**config.mk**
```make
export PLATFORM = sky130hd
export DESIGN_NAME = wishbone_gpio_slave_flat
export DESIGN_NICKNAME = d
export VERILOG_FILES = /design/src/rtl/wishbone_gpio_slave_if.sv /design/src/rtl/wishbone_gpio_slave.sv /design/src/flat_wrapper.sv
export SDC_FILE = /design/constraint.sdc
export NUM_CORES = 1
export LEC_CHECK = 0
export CAP_MARGIN = 20
export CELL_PAD_IN_SITES_DETAIL_PLACEMENT = 0
export CELL_PAD_IN_SITES_GLOBAL_PLACEMENT = 1
export CORE_ASPECT_RATIO = 0.7
export CORE_MARGIN = 3
export CORE_UTILIZATION = 30
export DETAILED_ROUTE_END_ITERATION = 16
export PLACE_DENSITY = 0.83
export SLEW_MARGIN = 30
export SYNTH_ARGS = -nofsm -noshare
export SYNTH_HDL_FRONTEND = slang
export SYNTH_SLANG_ARGS = --single-unit
```
**constraint.sdc**
```tcl
create_clock -name clk_i -period 2.2 [get_ports clk_i]
set_input_delay 0.44 -clock clk_i [delete_from_list [all_inputs] [get_ports clk_i]]
set_output_delay 0.44 -clock clk_i [all_outputs]
set_load 0.005 [all_outputs]
```
**src/rtl/wishbone_gpio_slave_if.sv**
```systemverilog
// ----------------------------------------------------------------------------
// wishbone_gpio_slave_if
// Wishbone classic bus bundle between an interconnect master and the GPIO
// slave. Signal names keep the slave's point of view (_i into the slave,
// _o out of the slave).
//   addr_i  [31:0]  byte address
//   we_i            1 = write, 0 = read
//   sel_i   [3:0]   byte-lane enables for writes
//   data_i  [31:0]  write data
//   cyc_i           bus cycle
//   stb_i           strobe
//   data_o  [31:0]  read data, valid while ack_o = 1, else 0
//   ack_o           transfer acknowledge
// ----------------------------------------------------------------------------
interface wishbone_gpio_slave_if;
  logic [31:0] addr_i;
  logic        we_i;
  logic [3:0]  sel_i;
  logic [31:0] data_i;
  logic        cyc_i;
  logic        stb_i;
  logic [31:0] data_o;
  logic        ack_o;

  modport master (
    output addr_i, we_i, sel_i, data_i, cyc_i, stb_i,
    input  data_o, ack_o
  );

  modport slave (
    input  addr_i, we_i, sel_i, data_i, cyc_i, stb_i,
    output data_o, ack_o
  );
endinterface

```
**src/rtl/wishbone_gpio_slave.sv**
```systemverilog
// ----------------------------------------------------------------------------
// wishbone_gpio_slave
// Wishbone classic GPIO slave: output latch with atomic set/clear/toggle,
// synchronised inputs, rising-edge status (write-1-to-clear) and a maskable,
// registered level interrupt.
// Ports:
//   clk_i            clock, all logic on the rising edge
//   rst_i            synchronous reset, active-high
//   wb               Wishbone bus bundle (slave modport)
//   gpio_i [W-1:0]   asynchronous pin inputs
//   gpio_o [W-1:0]   pin outputs (optionally inverted OUT latch)
//   irq_o            level interrupt = |(RISE & IEN), registered
// Register map (addr_i[4:2]):
//   0 OUT  1 SET  2 CLR  3 TGL  4 IN  5 RISE  6 IEN  7 reserved
// ----------------------------------------------------------------------------
module wishbone_gpio_slave #(
  parameter int unsigned GPIO_WIDTH  = 8,
  parameter logic [31:0] OUT_RESET   = 32'h0,
  parameter bit          INVERT_OUT  = 1'b1,
  parameter int unsigned SYNC_STAGES = 2
) (
  input  logic                  clk_i,
  input  logic                  rst_i,
  wishbone_gpio_slave_if.slave  wb,
  input  logic [GPIO_WIDTH-1:0] gpio_i,
  output logic [GPIO_WIDTH-1:0] gpio_o,
  output logic                  irq_o
);

  localparam logic [GPIO_WIDTH-1:0] L_OUT_RESET = OUT_RESET[GPIO_WIDTH-1:0];

  localparam logic [2:0] REG_OUT  = 3'd0;
  localparam logic [2:0] REG_SET  = 3'd1;
  localparam logic [2:0] REG_CLR  = 3'd2;
  localparam logic [2:0] REG_TGL  = 3'd3;
  localparam logic [2:0] REG_IN   = 3'd4;
  localparam logic [2:0] REG_RISE = 3'd5;
  localparam logic [2:0] REG_IEN  = 3'd6;

  typedef enum logic {ST_IDLE, ST_ACTIVE} state_t;

  state_t                         r_state;
  logic                           r_ack;
  logic [31:0]                    r_data;
  logic [GPIO_WIDTH-1:0]          r_out;
  logic [GPIO_WIDTH-1:0]          r_ien;
  logic [GPIO_WIDTH-1:0]          r_rise;
  logic [GPIO_WIDTH-1:0]          r_hist;
  logic                           r_irq;
  logic [SYNC_STAGES-1:0][GPIO_WIDTH-1:0] r_sync;

  logic                  w_req;
  logic                  w_start;
  logic                  w_wr;
  logic [2:0]            w_reg;
  logic [31:0]           w_lane_mask;
  logic [31:0]           w_d32;
  logic [GPIO_WIDTH-1:0] w_d;
  logic [GPIO_WIDTH-1:0] w_m;
  logic [GPIO_WIDTH-1:0] w_sync;
  logic [GPIO_WIDTH-1:0] w_edge;
  logic [GPIO_WIDTH-1:0] w_rise_clr;
  logic [GPIO_WIDTH-1:0] w_rise_next;
  logic [31:0]           w_rdata;
  logic                  w_unused;

  assign w_req   = wb.cyc_i & wb.stb_i;
  // A transfer is accepted only from IDLE, so a held strobe commits once.
  assign w_start = (r_state == ST_IDLE) & w_req;
  assign w_wr    = w_start & wb.we_i;
  assign w_reg   = wb.addr_i[4:2];

  genvar gi;
  generate
    for (gi = 0; gi < 4; gi++) begin : g_lane
      assign w_lane_mask[gi*8 +: 8] = {8{wb.sel_i[gi]}};
    end
  endgenerate

  // Unselected lanes read as 0 in d; OUT/IEN use the mask to keep old bytes.
  assign w_d32 = wb.data_i & w_lane_mask;
  assign w_d   = w_d32[GPIO_WIDTH-1:0];
  assign w_m   = w_lane_mask[GPIO_WIDTH-1:0];

  // Address bits outside [4:2] and data/lane bits above GPIO_WIDTH are ignored.
  assign w_unused = ^{wb.addr_i[31:5], wb.addr_i[1:0], w_d32, w_lane_mask};

  // Input synchroniser chain.
  always_ff @(posedge clk_i) begin
    if (rst_i) begin
      r_sync <= '0;
    end else begin
      r_sync[0] <= gpio_i;
      for (int i = 1; i < SYNC_STAGES; i++) begin
        r_sync[i] <= r_sync[i-1];
      end
    end
  end

  assign w_sync = r_sync[SYNC_STAGES-1];
  assign w_edge = w_sync & ~r_hist;

  // A new edge on a bit wins over a same-cycle write-1-to-clear.
  assign w_rise_clr  = (w_wr && (w_reg == REG_RISE)) ? w_d : '0;
  assign w_rise_next = (r_rise & ~w_rise_clr) | w_edge;

  // Register file.
  always_ff @(posedge clk_i) begin
    if (rst_i) begin
      r_out  <= L_OUT_RESET;
      r_ien  <= '0;
      r_rise <= '0;
      r_hist <= '0;
      r_irq  <= 1'b0;
    end else begin
      r_hist <= w_sync;
      r_rise <= w_rise_next;
      r_irq  <= |(r_rise & r_ien);
      if (w_wr) begin
        case (w_reg)
          REG_OUT: r_out <= (r_out & ~w_m) | w_d;
          REG_SET: r_out <= r_out | w_d;
          REG_CLR: r_out <= r_out & ~w_d;
          REG_TGL: r_out <= r_out ^ w_d;
          REG_IEN: r_ien <= (r_ien & ~w_m) | w_d;
          default: ;
        endcase
      end
    end
  end

  // Read mux, zero-extended to the bus width.
  always_comb begin
    w_rdata = '0;
    case (w_reg)
      REG_OUT, REG_SET, REG_CLR, REG_TGL: w_rdata[GPIO_WIDTH-1:0] = r_out;
      REG_IN:   w_rdata[GPIO_WIDTH-1:0] = w_sync;
      REG_RISE: w_rdata[GPIO_WIDTH-1:0] = r_rise;
      REG_IEN:  w_rdata[GPIO_WIDTH-1:0] = r_ien;
      default:  w_rdata = '0;
    endcase
  end

  // Bus handshake FSM with registered ack and read data.
  always_ff @(posedge clk_i) begin
    if (rst_i) begin
      r_state <= ST_IDLE;
      r_ack   <= 1'b0;
      r_data  <= '0;
    end else begin
      case (r_state)
        ST_IDLE: begin
          if (w_req) begin
            r_state <= ST_ACTIVE;
            r_ack   <= 1'b1;
            r_data  <= wb.we_i ? 32'h0 : w_rdata;
          end
        end
        ST_ACTIVE: begin
          if (!w_req) begin
            r_state <= ST_IDLE;
            r_ack   <= 1'b0;
            r_data  <= '0;
          end
        end
        default: begin
          r_state <= ST_IDLE;
          r_ack   <= 1'b0;
          r_data  <= '0;
        end
      endcase
    end
  end

  assign wb.ack_o  = r_ack;
  assign wb.data_o = r_data;
  assign gpio_o    = INVERT_OUT ? ~r_out : r_out;
  assign irq_o     = r_irq;

endmodule

```
**src/flat_wrapper.sv**
```systemverilog
// flat-port wrapper written by rule: the top's interface ports become plain ports
module wishbone_gpio_slave_flat 
#(
  parameter int unsigned GPIO_WIDTH  = 8,
  parameter logic [31:0] OUT_RESET   = 32'h0,
  parameter bit          INVERT_OUT  = 1'b1,
  parameter int unsigned SYNC_STAGES = 2
)
  (clk_i, rst_i, gpio_i, gpio_o, irq_o, wb_addr_i, wb_we_i, wb_sel_i, wb_data_i, wb_cyc_i, wb_stb_i, wb_data_o, wb_ack_o);
  wishbone_gpio_slave_if wb_i ();
  input  logic clk_i;
  input  logic rst_i;
  input  logic [GPIO_WIDTH-1:0] gpio_i;
  output logic [GPIO_WIDTH-1:0] gpio_o;
  output logic irq_o;
  input wire logic [$bits(wb_i.addr_i)-1:0] wb_addr_i;
  input wire logic [$bits(wb_i.we_i)-1:0] wb_we_i;
  input wire logic [$bits(wb_i.sel_i)-1:0] wb_sel_i;
  input wire logic [$bits(wb_i.data_i)-1:0] wb_data_i;
  input wire logic [$bits(wb_i.cyc_i)-1:0] wb_cyc_i;
  input wire logic [$bits(wb_i.stb_i)-1:0] wb_stb_i;
  output wire logic [$bits(wb_i.data_o)-1:0] wb_data_o;
  output wire logic [$bits(wb_i.ack_o)-1:0] wb_ack_o;
  assign wb_i.addr_i = wb_addr_i;
  assign wb_i.we_i = wb_we_i;
  assign wb_i.sel_i = wb_sel_i;
  assign wb_i.data_i = wb_data_i;
  assign wb_i.cyc_i = wb_cyc_i;
  assign wb_i.stb_i = wb_stb_i;
  assign wb_data_o = wb_i.data_o;
  assign wb_ack_o = wb_i.ack_o;
  wishbone_gpio_slave #(.GPIO_WIDTH(GPIO_WIDTH), .OUT_RESET(OUT_RESET), .INVERT_OUT(INVERT_OUT), .SYNC_STAGES(SYNC_STAGES)) u_core (.clk_i(clk_i), .rst_i(rst_i), .wb(wb_i), .gpio_i(gpio_i), .gpio_o(gpio_o), .irq_o(irq_o));
endmodule
```
Yosys cells after proc, flatten, opt, wreduce, memory -nomap -nowiden
Cells that the tools add are included.
{ "word_totals": {"mem_bits_rw": 0, "elab_cells": 58, "in_bits": 81, "output_inout_bits": 42, "latch_bits": 0, "mem_bits_ro": 0, "n_memories": 0, "ff_bits": 83} }
{ "op_classes": {"n_bitwise": 21, "n_lt_le_gt_ge": 0, "shift": 0, "n_addsub": 0, "eq_ne": 8, "n_reduce_logical": 8, "mul": 0, "muxes": 11, "n_div": 0} }
{ "op_table": {"columns": ["operator", "count"], "rows": [
  ["two-way mux 32 bit", 2],
  ["one-hot mux 32 bit (2 select lines)", 1],
  ["one-hot mux 8 bit (4 select lines)", 2],
  ["bitwise AND 8 bit", 7],
  ["NOT 8 bit", 5],
  ["OR 8 bit", 4],
  ["two-way mux 8 bit", 2],
  ["== test 3 bit (second input constant)", 3],
  ["OR reduction 8 bit", 1],
  ["bitwise XOR 8 bit", 1],
  ["== test 3 x 2 -> 1 bit (second input constant)", 2],
  ["AND reduction 2 bit", 3],
  ["nonzero test 4 bit", 1],
  ["OR reduction 4 bit", 1],
  ["bitwise AND 1 bit", 3],
  ["== test 3 x 1 -> 1 bit (second input constant)", 1],
  ["logical NOT 3 bit", 1],
  ["two-way mux 1 bit", 3],
  ["!= test 2 x 1 -> 1 bit (second input constant)", 1],
  ["!= test 2 bit (second input constant)", 1],
  ["one-hot mux 1 bit (2 select lines)", 1],
  ["logical AND 1 bit", 1],
  ["NOT 1 bit", 1]
]} }

Longest topological paths before layout
{ "logic_depth": {"word_depth": 8, "mapped_depth": 8, "ltp_nobuf": 6} }

Least setup slack after synthesis
OpenSTA, ideal clock, no wires.
{ "synth_path": {"path_kind": "input port to flip-flop", "startpoint": "in wb_cyc_i", "endpoint": "reg u_core.r_data[6], in the netlist u_core.wb.data_o[6]", "required_ns": 2.131, "path_stages": 6, "path_buffers": 0, "slack_ns": 0.303, "arrival_ns": 1.828, "setup_ns": 0.069, "path_cell_list": "and2_1 ha_1 or4_4 a31oi_4 o21ai_1 o21ai_1"} }
{ "synth_between": {"elab_chain_len": 3, "word_cells_on_any_way": 4, "classes_between": "eq/ne: 2; bitwise: 1; reduce/logical: 1"} }
{ "synth_rtl": {"columns": ["element", "line", "text"], "rows": [
  ["start: declaration", "flat_wrapper.sv:20", "input wire logic [$bits(wb_i.cyc_i)-1:0] wb_cyc_i;"],
  ["bitwise AND 1 bit *", "wishbone_gpio_slave.sv:67", "assign w_req = wb.cyc_i & wb.stb_i;"],
  ["!= test 2 bit (no line) / != test 2 x 1 -> 1 bit (equally long branches)", null, null],
  ["AND reduction 2 bit (no line) *", null, null],
  ["end signal: assignment", "wishbone_gpio_slave.sv:156", "r_data <= wb.we_i ? 32'h0 : w_rdata;"],
  ["end: declaration", "wishbone_gpio_slave.sv:44", "logic [31:0] r_data;"]
]} }
Every way passes the cells marked *; elsewhere a longest branch is shown, timed or not.
A chain may end at the register's enable or synchronous reset.

Worst setup path after layout
{ "layout_path": {"startpoint": "in wb_cyc_i", "endpoint": "reg u_core.r_data[7], in the netlist u_core.wb.data_o[7]"} }
{ "layout_between": {"elab_chain_len": 3, "word_cells_on_any_way": 4, "classes_between": "eq/ne: 2; bitwise: 1; reduce/logical: 1"} }
{ "layout_rtl": {"columns": ["element", "line", "text"], "rows": [
  ["bitwise AND 1 bit *", "wishbone_gpio_slave.sv:67", null],
  ["named net u_core.w_req", "wishbone_gpio_slave.sv:52", "logic w_req;"],
  ["!= test 2 bit (no line) / != test 2 x 1 -> 1 bit (equally long branches)", null, null],
  ["AND reduction 2 bit (no line) *", null, null]
]} }
Mark *: on every way through the listed nets, which the timed path passes. The rest lies on a longest branch.

==> summary.md <==
| Metric | Value |
|---|---|
| Status | `finished, final reports clean` |
| CP Class | `input pin to register` |
| Startpoint types | `input pin` |
| Synth area leaders | `dfxtp_1, buf_4, nor2b_1` |
| Achievable clock frequency | `472 MHz` |
| Met2 wire length | `3.02 mm` |
| Initial antenna violation count | `0` |
| Synthesized area | `2730 um2` |
| DR iter-0 viols | `93` |
| Period utilisation layout | `0.963` |
| VDD IR max | `0.000513 V` |
| Chip Height | `85.9 um` |
| Max-slew violations | `0` |
| Place WS | `-0.307 ns` |
| Starting Density | `0.316` |
| Met3 wire len | `460 um` |
| Post-synth top area cell | `dfxtp_1` |
| Final worst slack | `0.0811 ns` |
| Least-Margin Pin Slew | `0.537 ns` |
| Port buffer count | `42` |
| Final Hold Slack | `0.433 ns` |
| Total grt overflow | `0` |
| Clock H-tree levels | `3` |
| Hold Buf Count CTS | `0` |
| Routed Antenna Nets | `0` |
| Final instance area | `3560 um2` |
| Vias per cell | `4.62` |
| P&R area growth vs syn | `30.3%` |
| Clk root buf | `clkbuf_16` |
| CTS tree | `built` |
| Max-Cap Viols | `0` |
| Placed cell area | `3260 um2` |
| Row cnt | `28` |
| DP HPWL | `4.94 mm` |
| Fraction of registers with async set/reset | `0` |
| Total wire length | `6.69 mm` |
| Synth warnings | `0` |
| Antenna fix cells | `0` |
| RSZ-0062 raised after global routing | `no` |
| Post-Route Setup TNS | `0 ns` |
| Final hold violation count | `0` |
| IO Pins | `123` |
| Top_reg_cell synth | `dfxtp_1` |
| DRT Pass-1 Iters | `4` |
| Cts bufs inserted | `9` |
| Wire length on met1 | `3.16 mm` |
| Fillers | `878` |
| Chip width | `120 um` |
| Highest-count cells in the layout ignoring fill and taps | `dfxtp_1, clkdlybuf4s50_1, nand2_1, nor2b_1, conb_1` |
| CP Max Fanout | `8` |
| Max-slew headroom | `0.642` |
| GRT Util Overall | `0.139` |
| Syn Inst Count | `306` |
| WP data required | `2.45 ns` |
| DR WL/cell | `13.9 um` |
| Final setup violation count | `0` |
| Area share of the largest cell type after synthesis | `0.432` |
| Global-route wire length before repair | `11.0 mm` |
| Avg Cell Area, Syn | `8.93 um2` |
| Sequential fraction of the synthesis area | `0.432` |
| Residual DRC count | `0` |
| Clk_lat worst skew | `0.32 ns` |
| Worst Hold Class | `register to register` |
| Final min period | `2.12 ns` |
| DR top layer | `met4` |
| Fin util | `0.412` |
| EDFF count, synth | `0` |
| Worst Setup SP | `wb_cyc_i` |
| Die area | `10300 um2` |
| FF-to-FF Start | `u_core.r_state` |
| CP arrival | `2.37 ns` |
| Proportion of layout cells with a drive suffix above 1 | `0.105` |
| Fin Clk Skew | `0.00328 ns` |
| PwrDens | `739 nW/um2` |
| CTS Sinks | `59` |
| Largest net degree at the start of global routing | `53` |
| LEAKAGE | `1.35 nW` |
| Placer Congestion | `0.889` |
| Vias in the first global route | `2230` |
| Crit path capture type | `register` |
| CTS Buffer Depth | `2` |
| Via count | `2222` |
| Core ar. | `8650 um2` |
| Hold path startpoint | `u_core.r_sync[2]` |
| Netlist cell types | `35` |
| Commonest non-fill, non-tap cell in the layout | `dfxtp_1` |
| Seq cells post-synth | `59` |
| CTS clk-pin slew, worst paths | `0.05 ns` |
| Net count, final | `447` |
-- cell families after synthesis --
logic type | Yosys count | synth area share
simple gates | 88 | 0.169
compound gates | 79 | 0.181
mux | 16 | 0.0623
fa+ha+maj | 9 | 0.0412
other cells | 1 | 0.00137
flops | 59 | 0.432
buf+inv | 54 | 0.114
-- layer usage --
metal	up-vias	track usage
met5	-	0
met4	0	0.0447
met3	6	0.0646
met2	68	0.210
met1	1036	0.178
li1	1112	-
-- worst paths after layout --
kind,slack [ns],to,depth (start not counted)
worst min-delay path,0.43,u_core.w_sync[2],1
worst max register to register,0.34,u_core.wb.data_o[7],7
worst max-delay path,0.08,u_core.wb.data_o[7],8
worst min register to register,0.43,u_core.w_sync[2],1
-- Yosys cell counts (2+ instances only) --
library cell / number
mux2i_1: 8
inv_1: 11
a21oi_1: 23
mux2_1: 8
nor2_1: 11
a311oi_1: 2
nor2b_1: 28
a221oi_1: 9
nand2_1: 30
a211o_1: 6
a22oi_1: 4
o21ai_1: 25
ha_1: 9
dfxtp_1: 59
buf_2: 8
buf_4: 26
clkbuf_1: 7
nand4_1: 2
nand2b_1: 9
o21ai_0: 6
-- stage by stage --
stage                     std cells  total power, mW
after global placement          465             1.40
after global routing            481             2.77
after detailed placement        465             1.41
final                           481             2.63
after CTS                       480             2.67
after floorplan                 329             1.31
-- critical path, stage by stage --
cell and delay, ns:
clkdlybuf4s50_1 0.39, and2_1 0.17, ha_1 0.29, or4_4 0.55, a31oi_4 0.19, buf_12 0.15, o21ai_1 0.07, o21ai_1 0.12
-- layout make-up --
cell class | count | area (um2) | area share
clock inverter | 5 | 30.0 | 0.00843
multi-input combinational | 216 | 1340 | 0.375
inverter | 12 | 45.0 | 0.0126
sequential | 59 | 1180 | 0.332
clock buffer | 10 | 239 | 0.0671
timing repair buffer | 59 | 581 | 0.163
tap | 120 | 150 | 0.0422
-- what timing repair did --
item,CTS,global route
endpoints found under the setup margin,0,8
buffers inserted,0,1
gates resized for setup,0,2
-- power breakdown --
group          internal [mW]  switching [mW]
Clock                  0.777           0.464
Sequential              1.11          0.0206
Combinational          0.128           0.135
Total                   2.01           0.620
No activity file was read; power rests on OpenSTA's default activity.
